[config.mk]
export PLATFORM = sky130hd
export DESIGN_NAME = qpsk_link_stream
export DESIGN_NICKNAME = d
export VERILOG_FILES = /design/src/rtl/qpsk_link_stream.sv
export SDC_FILE = /design/constraint.sdc
export NUM_CORES = 1
export LEC_CHECK = 0
export ABC_AREA = 1
export CAP_MARGIN = 25
export CORE_ASPECT_RATIO = 0.8
export CORE_MARGIN = 2
export CORE_UTILIZATION = 49
export CTS_CLUSTER_DIAMETER = 50
export DETAILED_ROUTE_END_ITERATION = 8
export PLACE_DENSITY = 0.79
export RECOVER_POWER = 25
export SYNTH_ARGS = -nofsm -noshare
export SYNTH_HDL_FRONTEND = slang
export SYNTH_SLANG_ARGS = --single-unit
export TNS_END_PERCENT = 10
[constraint.sdc]
create_clock -name clk -period 2.6 [get_ports clk]
set_clock_uncertainty 0.2 [all_clocks]
set_input_delay 0.65 -clock clk [delete_from_list [all_inputs] [get_ports clk]]
set_output_delay 0.65 -clock clk [all_outputs]
set_load 0.05 [all_outputs]
[src/rtl/qpsk_link_stream.sv]
// qpsk_link_stream: clocked QPSK modem loopback model.
//   Accepts a DATA_W-bit word (in_valid/in_ready), emits it as DATA_W/2 QPSK
//   symbols (MSB pair first, one per clock) on i_sym/q_sym/sym_valid, adds
//   noise_i/noise_q with saturation, delays by CHAN_LAT registers, slices on
//   sign and reassembles the word on out_data (out_valid/out_ready).
//   busy is high whenever a word is in flight.
// Optional: define QPSK_LINK_ERRCNT_EN to add err_cnt[15:0], a saturating
//   count of output words that differ from the transmitted word.
// Clock: clk rising edge. Reset: rst_n asynchronous, active low.
module qpsk_link_stream #(
  parameter int unsigned DATA_W   = 20,
  parameter int unsigned IQ_W     = 11,
  parameter int          AMP      = 511,
  parameter int unsigned CHAN_LAT = 2
) (
  input  logic              clk,
  input  logic              rst_n,
  input  logic [DATA_W-1:0] in_data,
  input  logic              in_valid,
  output logic              in_ready,
  input  logic [IQ_W-1:0]   noise_i,
  input  logic [IQ_W-1:0]   noise_q,
  output logic [IQ_W-1:0]   i_sym,
  output logic [IQ_W-1:0]   q_sym,
  output logic              sym_valid,
  output logic [DATA_W-1:0] out_data,
  output logic              out_valid,
  input  logic              out_ready,
  output logic              busy
`ifdef QPSK_LINK_ERRCNT_EN
  ,
  output logic [15:0]       err_cnt
`endif
);

  localparam int unsigned N = DATA_W / 2;
  localparam logic [IQ_W-1:0] AMP_P = IQ_W'(AMP);
  localparam logic [IQ_W-1:0] AMP_N = IQ_W'(-AMP);

  typedef enum logic [1:0] {IDLE, TX, DRAIN, HOLD} state_t;

  state_t            state_q, state_d;
  logic [DATA_W-1:0] word_q, word_d;
  logic [6:0]        cnt_q, cnt_d;
  logic [IQ_W-1:0]   i_sym_q, i_sym_d, q_sym_q, q_sym_d;
  logic              sym_valid_q, sym_valid_d;
  logic [DATA_W-1:0] out_data_q, out_data_d;

  logic [IQ_W-1:0]   chan_i, chan_q;
  logic              chan_vld;
  logic [IQ_W-1:0]   slice_i, slice_q;
  logic              slice_vld;

  function automatic logic [IQ_W-1:0] sat_add(input logic [IQ_W-1:0] a,
                                              input logic [IQ_W-1:0] b);
    logic [IQ_W:0] s;
    s = {a[IQ_W-1], a} + {b[IQ_W-1], b};
    if (s[IQ_W] != s[IQ_W-1])
      sat_add = s[IQ_W] ? {1'b1, {(IQ_W-1){1'b0}}} : {1'b0, {(IQ_W-1){1'b1}}};
    else
      sat_add = s[IQ_W-1:0];
  endfunction

  // Idle channel slots carry zero so noise never reaches the slicer.
  always_comb begin
    chan_vld = sym_valid_q;
    chan_i   = sym_valid_q ? sat_add(i_sym_q, noise_i) : '0;
    chan_q   = sym_valid_q ? sat_add(q_sym_q, noise_q) : '0;
  end

  generate
    if (CHAN_LAT == 0) begin : g_nolat
      assign slice_i   = chan_i;
      assign slice_q   = chan_q;
      assign slice_vld = chan_vld;
    end else begin : g_lat
      logic [CHAN_LAT-1:0][IQ_W-1:0] dly_i_q, dly_i_d, dly_q_q, dly_q_d;
      logic [CHAN_LAT-1:0]           dly_v_q, dly_v_d;

      always_comb begin
        dly_i_d    = dly_i_q;
        dly_q_d    = dly_q_q;
        dly_v_d    = dly_v_q;
        dly_i_d[0] = chan_i;
        dly_q_d[0] = chan_q;
        dly_v_d[0] = chan_vld;
        for (int unsigned s = 1; s < CHAN_LAT; s++) begin
          dly_i_d[s] = dly_i_q[s-1];
          dly_q_d[s] = dly_q_q[s-1];
          dly_v_d[s] = dly_v_q[s-1];
        end
      end

      always_ff @(posedge clk or negedge rst_n) begin
        if (!rst_n) begin
          dly_i_q <= '0;
          dly_q_q <= '0;
          dly_v_q <= '0;
        end else begin
          dly_i_q <= dly_i_d;
          dly_q_q <= dly_q_d;
          dly_v_q <= dly_v_d;
        end
      end

      assign slice_i   = dly_i_q[CHAN_LAT-1];
      assign slice_q   = dly_q_q[CHAN_LAT-1];
      assign slice_vld = dly_v_q[CHAN_LAT-1];
    end
  endgenerate

`ifdef QPSK_LINK_ERRCNT_EN
  logic [DATA_W-1:0] tx_word_q, tx_word_d;
  logic [15:0]       err_cnt_q, err_cnt_d;
`endif

  always_comb begin
    state_d     = state_q;
    word_d      = word_q;
    cnt_d       = cnt_q;
    i_sym_d     = i_sym_q;
    q_sym_d     = q_sym_q;
    sym_valid_d = sym_valid_q;
    out_data_d  = out_data_q;
`ifdef QPSK_LINK_ERRCNT_EN
    tx_word_d   = tx_word_q;
    err_cnt_d   = err_cnt_q;
`endif

    case (state_q)
      IDLE: begin
        if (in_valid) begin
          // Symbol 0 is loaded on the accepting edge; word_q keeps the rest.
          i_sym_d     = in_data[DATA_W-1] ? AMP_N : AMP_P;
          q_sym_d     = in_data[DATA_W-2] ? AMP_N : AMP_P;
          sym_valid_d = 1'b1;
          word_d      = in_data << 2;
          cnt_d       = 7'd1;
          state_d     = TX;
`ifdef QPSK_LINK_ERRCNT_EN
          tx_word_d   = in_data;
`endif
        end
      end
      TX: begin
        if (cnt_q == 7'(N)) begin
          i_sym_d     = '0;
          q_sym_d     = '0;
          sym_valid_d = 1'b0;
          cnt_d       = '0;
          state_d     = (CHAN_LAT == 0) ? HOLD : DRAIN;
        end else begin
          i_sym_d = word_q[DATA_W-1] ? AMP_N : AMP_P;
          q_sym_d = word_q[DATA_W-2] ? AMP_N : AMP_P;
          word_d  = word_q << 2;
          cnt_d   = cnt_q + 7'd1;
        end
      end
      DRAIN: begin
        if (cnt_q == 7'(CHAN_LAT - 1)) begin
          cnt_d   = '0;
          state_d = HOLD;
        end else begin
          cnt_d = cnt_q + 7'd1;
        end
      end
      HOLD: begin
        if (out_ready) begin
          state_d = IDLE;
`ifdef QPSK_LINK_ERRCNT_EN
          if ((out_data_q != tx_word_q) && (err_cnt_q != 16'hFFFF))
            err_cnt_d = err_cnt_q + 16'd1;
`endif
        end
      end
      default: state_d = IDLE;
    endcase

    // Sliced pairs enter at the LSB end so the first pair ends up on top.
    if (slice_vld)
      out_data_d = (out_data_q << 2) |
                   DATA_W'({slice_i[IQ_W-1], slice_q[IQ_W-1]});
  end

  always_ff @(posedge clk or negedge rst_n) begin
    if (!rst_n) begin
      state_q     <= IDLE;
      word_q      <= '0;
      cnt_q       <= '0;
      i_sym_q     <= '0;
      q_sym_q     <= '0;
      sym_valid_q <= 1'b0;
      out_data_q  <= '0;
`ifdef QPSK_LINK_ERRCNT_EN
      tx_word_q   <= '0;
      err_cnt_q   <= '0;
`endif
    end else begin
      state_q     <= state_d;
      word_q      <= word_d;
      cnt_q       <= cnt_d;
      i_sym_q     <= i_sym_d;
      q_sym_q     <= q_sym_d;
      sym_valid_q <= sym_valid_d;
      out_data_q  <= out_data_d;
`ifdef QPSK_LINK_ERRCNT_EN
      tx_word_q   <= tx_word_d;
      err_cnt_q   <= err_cnt_d;
`endif
    end
  end

  assign in_ready  = (state_q == IDLE);
  assign out_valid = (state_q == HOLD);
  assign busy      = (state_q != IDLE);
  assign i_sym     = i_sym_q;
  assign q_sym     = q_sym_q;
  assign sym_valid = sym_valid_q;
  assign out_data  = out_data_q;
`ifdef QPSK_LINK_ERRCNT_EN
  assign err_cnt   = err_cnt_q;
`endif

endmodule

==> Yosys cells after proc, flatten, opt, wreduce, memory -nomap -nowiden <==
Index checks and enable logic that the tools add are counted.
{ "classes": {"add_sub_neg": 3, "n_mul": 0, "n_div": 0, "n_lt_le_gt_ge": 0, "eq_ne": 12, "shift": 0, "n_mux": 31, "bitwise_logic": 1, "reduce_logical": 9} }
{ "ops": {"columns": ["op", "n"], "rows": [
  ["2-to-1 mux 11 bit", 14],
  ["one-hot mux 11 bit (2 select lines)", 2],
  ["2-to-1 mux 20 bit", 2],
  ["one-hot mux 20 bit (2 select lines)", 1],
  ["adder 11 x 11 -> 12 bit", 2],
  ["2-to-1 mux 7 bit", 3],
  ["one-hot mux 7 bit (3 select lines)", 1],
  ["bitwise OR 20 x 2 -> 20 bit", 1],
  ["2-to-1 mux 2 bit", 4],
  ["inequality test 2 bit, second input constant", 4],
  ["one-hot mux 2 bit (4 select lines)", 1],
  ["adder 7 x 1 -> 7 bit, second input constant", 1],
  ["equality test 7 x 1 -> 1 bit, second input constant", 1],
  ["equality test 7 x 4 -> 1 bit, second input constant", 1],
  ["AND reduction 3 bit", 2],
  ["equality test 2 bit, second input constant", 2],
  ["AND reduction 2 bit", 2],
  ["AND reduction 4 bit", 1],
  ["nonzero test 2 bit", 2],
  ["nonzero test 3 bit", 1],
  ["equality test 2 x 1 -> 1 bit, second input constant", 1],
  ["zero test 2 bit", 1],
  ["2-to-1 mux 1 bit", 2],
  ["inequality test 1 bit", 2],
  ["2 further kinds", 2]
]} }
{ "totals": {"regBits": 118, "latchBits": 0, "mem_bits_rw": 0, "mem_bits_ro": 0, "in_bits": 46, "out_inout_bits": 46, "n_memories": 0} }

==> Logic depth before layout (Yosys ltp) <==
{ "logic_depth": {"word_depth": 4, "depth_mapped": 10} }

==> Worst setup path before layout <==
Ideal clock, no wire load.
{ "synth_timing": {"path_kind": "flip-flop to output port", "from": "register state_q[0]", "to": "output busy", "arrival_ns": 1.393, "slack_ns": 0.357, "path_stages_with_launch": 4, "n_path_buf": 0, "path_cell_list": "dfrtp_1 -> inv_1 -> ha_1 -> inv_1"} }
{ "synth_between": {"elab_chain_cells": 1} }
{ "synth_lines": {"columns": ["element", "line", "rtl"], "rows": [
  ["start: declaration", "42", "state_t state_q, state_d;"],
  ["start signal: assignment", "199", "state_q <= state_d;"],
  ["nonzero test 2 bit", "215", "assign busy = (state_q != IDLE);"],
  ["end: declaration", "29", "output logic busy"]
]} }
Every way passes these cells.

==> Worst setup path in the final report <==
{ "layout_timing": {"from": "register i_sym_q[9], in the netlist i_sym[9]", "to": "output i_sym[9]"} }
{ "layout_lines": {"columns": ["element", "line", "rtl"], "rows": [
  ["start: declaration", "45", "logic [IQ_W-1:0] i_sym_q, i_sym_d, q_sym_q, q_sym_d;"],
  ["start signal: assignment", "202", "i_sym_q <= i_sym_d;"],
  ["end: declaration", "23", "output logic [IQ_W-1:0] i_sym,"]
]} }
No word-level cell between the ends.

==> run summary <==
# Max-Cap Violations - 0
Power Dens Cells - 1449 nW/um2
post-synthesis cell area - 3418 um2
Initial Util - 0.5009
dominant cell type by area after synthesis - dfrtp_1
first-pass GRT wire length - 12.05 mm
worst path cell trace - clkdlybuf4s50_1
Hold Buf Count CTS - 0
Synth top area share - 0.4319
number of vias per cell - 4.831
initial antenna violation count - 0
CP max stage cell - clkdlybuf4s50_1
Max IR drop VDD - 0.0007229 V
CP Launch Type - register
CP Data Required Time - 1750 ps
drt pass-1 iters - 4
Die X - 97.38 um
Die Height - 78.71 um
Avg WL per Cell - 12.07 um
Antenna diodes - 0
CTS tree - built
routed wire length - 6.998 mm
post-route ant nets - 0
vias in the first global route - 2664
crit-path leading delay family - buffers and inverters
Yosys cell types - 27
DP HPWL - 5.176 mm
largest net degree at the start of global routing - 60
GPL Wtd Cong - 0.8112
WP buf/inv - 1
Final min period - 2505 ps
Final #Nets - 562
final hold vios - 0
I/O pin cnt - 92
post-CTS setup buffers - 0
reg2reg start - state_q[1]
Hold Path Origin - g_lat.dly_q_d[21]
Synth warnings - 0
total CTS buffers - 9
maximum fanout along the worst path - 5
instance count on the critical path - 1
Residual DRC - 0
Max Freq - 399.1 MHz
top post-synthesis cells by area - dfrtp_1 (43%), nand2_1 (11%), ha_1 (10%), inv_1 (6.0%), o21ai_0 (4.5%)
EDFF count, synth - 0
dominant synthesized flop cell - dfrtp_1
#FFs+latches synth - 59
CTS Root Cell - clkbuf_8
clk sinks - 59
critical path class - reg2out
crit path from - i_sym[9]
Tcrit/Tclk final - 0.9636
RSZ-0062 raised after global routing - false
commonest non-fill, non-tap cells in the layout - nand2_1 (104), clkdlybuf4s50_1 (71), dfrtp_1 (59)
register area share after synthesis - 0.4319
Slew headroom - 0.05522
drt initial violations - 151
worst-case reg-to-reg path depth - 9
most common cell after layout, fill and taps aside - nand2_1
Async SR Flop Fraction - 1.000
count of final setup violators - 0
core box area - 6824 um2
clk_lat worst skew - 340 ps
Slew @ Worst Pin - 1417 ps
CTS clk-pin slew, worst paths - 70 ps
status - complete, no violations
Critical Path End Type - output pin
fill count - 561
Max Root-Sink Buffers - 2
num rows - 27
area delta synth->final - 29.72%
Hold Path Stages - 0
Synth Area per Inst - 8.337 um2
leakage power - 0.002227 uW
grt total ovfl - 0
Final Max Slew Viols - 0
post_cts resized - 0
Crit path largest cell delay - 860 ps
Mapped Nets - 484
Worst Hold Class - reg2reg
Mapped Cells - 410
Setup TNS - 0 ps
layout cells sized above 1 - 0.1460
hold slack - 147.9 ps
Arr. time, crit path - 1660 ps
DIE AREA - 7664 um2
Port-buffer cells - 91
DR vias - 2802
GRT Util Overall - 0.1949
H-tree Lvls - 3
==> state kept, by name (all words and copies together) (netlist names) <==
| signal | count |
|---|---|
| cnt_q | 7 |
| g_lat.dly_i_d | 1 |
| g_lat.dly_q_d | 1 |
| g_lat.dly_v_q | 2 |
| i_sym | 3 |
| out_data | 20 |
| q_sym | 2 |
| slice_i | 1 |
| slice_q | 1 |
| state_q | 2 |
| sym_valid | 1 |
| word_q | 18 |
==> per-stage QoR <==
step / instances / instance area [um2] / util / setup slack, ps / total power, uW
after floorplan: 410 / 3418 / - / 357.4 / 4666
after global placement: 564 / 4224 / 0.6190 / 291.4 / 5406
after detailed placement: 564 / 4224 / 0.6190 / 239.1 / 5519
after CTS: 580 / 4449 / 0.6520 / 80.52 / 6481
after global routing: 580 / 4434 / 0.6498 / 37.46 / 6913
final: 580 / 4434 / 0.6498 / 94.61 / 6426
==> routing by layer <==
| layer | GRT usage | wire [um] | vias up |
|---|---|---|---|
| met4 | 0.05139 | 79 | 0 |
| met1 | 0.2389 | 3105 | 1291 |
| met2 | 0.3366 | 3503 | 53 |
| met5 | 0 | 0 | - |
| met3 | 0.06250 | 310 | 9 |
| li1 | - | - | 1449 |
==> cells in the mapped netlist, types with 2 or more instances <==
cell type and count:
a21o_1 2, a21oi_1 23, buf_2 4, buf_4 17
buf_6 4, clkbuf_1 3, dfrtp_1 59, ha_1 28
inv_1 55, inv_2 4, mux2_2 4, nand2_1 104
nand2_2 2, nand3_1 13, nand3_2 2, nand4_1 6
nor2_1 22, nor3_1 3, o21ai_0 31, o21ai_2 15
xor2_1 3
==> final cells by class <==
type	instances	area, um2	area share
repair buffers	95	885.9	0.1998
well taps	87	108.9	0.02455
inverters	60	227.7	0.05135
clock inverters	7	101.3	0.02286
multi-input cells	263	1510	0.3406
clock buffers	9	123.9	0.02793
flip-flops and latches	59	1476	0.3330
==> final timing paths <==
kind                            slack (ps)            to
min in group asynchronous              530  out_data[18]
worst min-delay path                   150   slice_q[10]
worst max register to register         520    state_q[1]
worst max-delay path                    90      i_sym[9]
worst min register to register         150   slice_q[10]
max in group asynchronous              820      cnt_q[5]
==> kinds of logic after synthesis <==
group           synth area share
simple gates              0.1929
compound gates            0.1255
flops                     0.4319
buf+inv                   0.1263
xor+xnor                0.007688
fa+ha+maj                 0.1025
mux                      0.01318
==> where the power goes <==
| part | internal [uW] | total, uW | switching, uW | leakage [uW] |
|---|---|---|---|---|
| Combinational | 1260 | 3840 | 2580 | 0.00142 |
| Sequential | 1330 | 1650 | 325 | 0.000699 |
| Clock | 545 | 931 | 386 | 0.000106 |
Note: power is estimated with default switching activity, not from simulation.
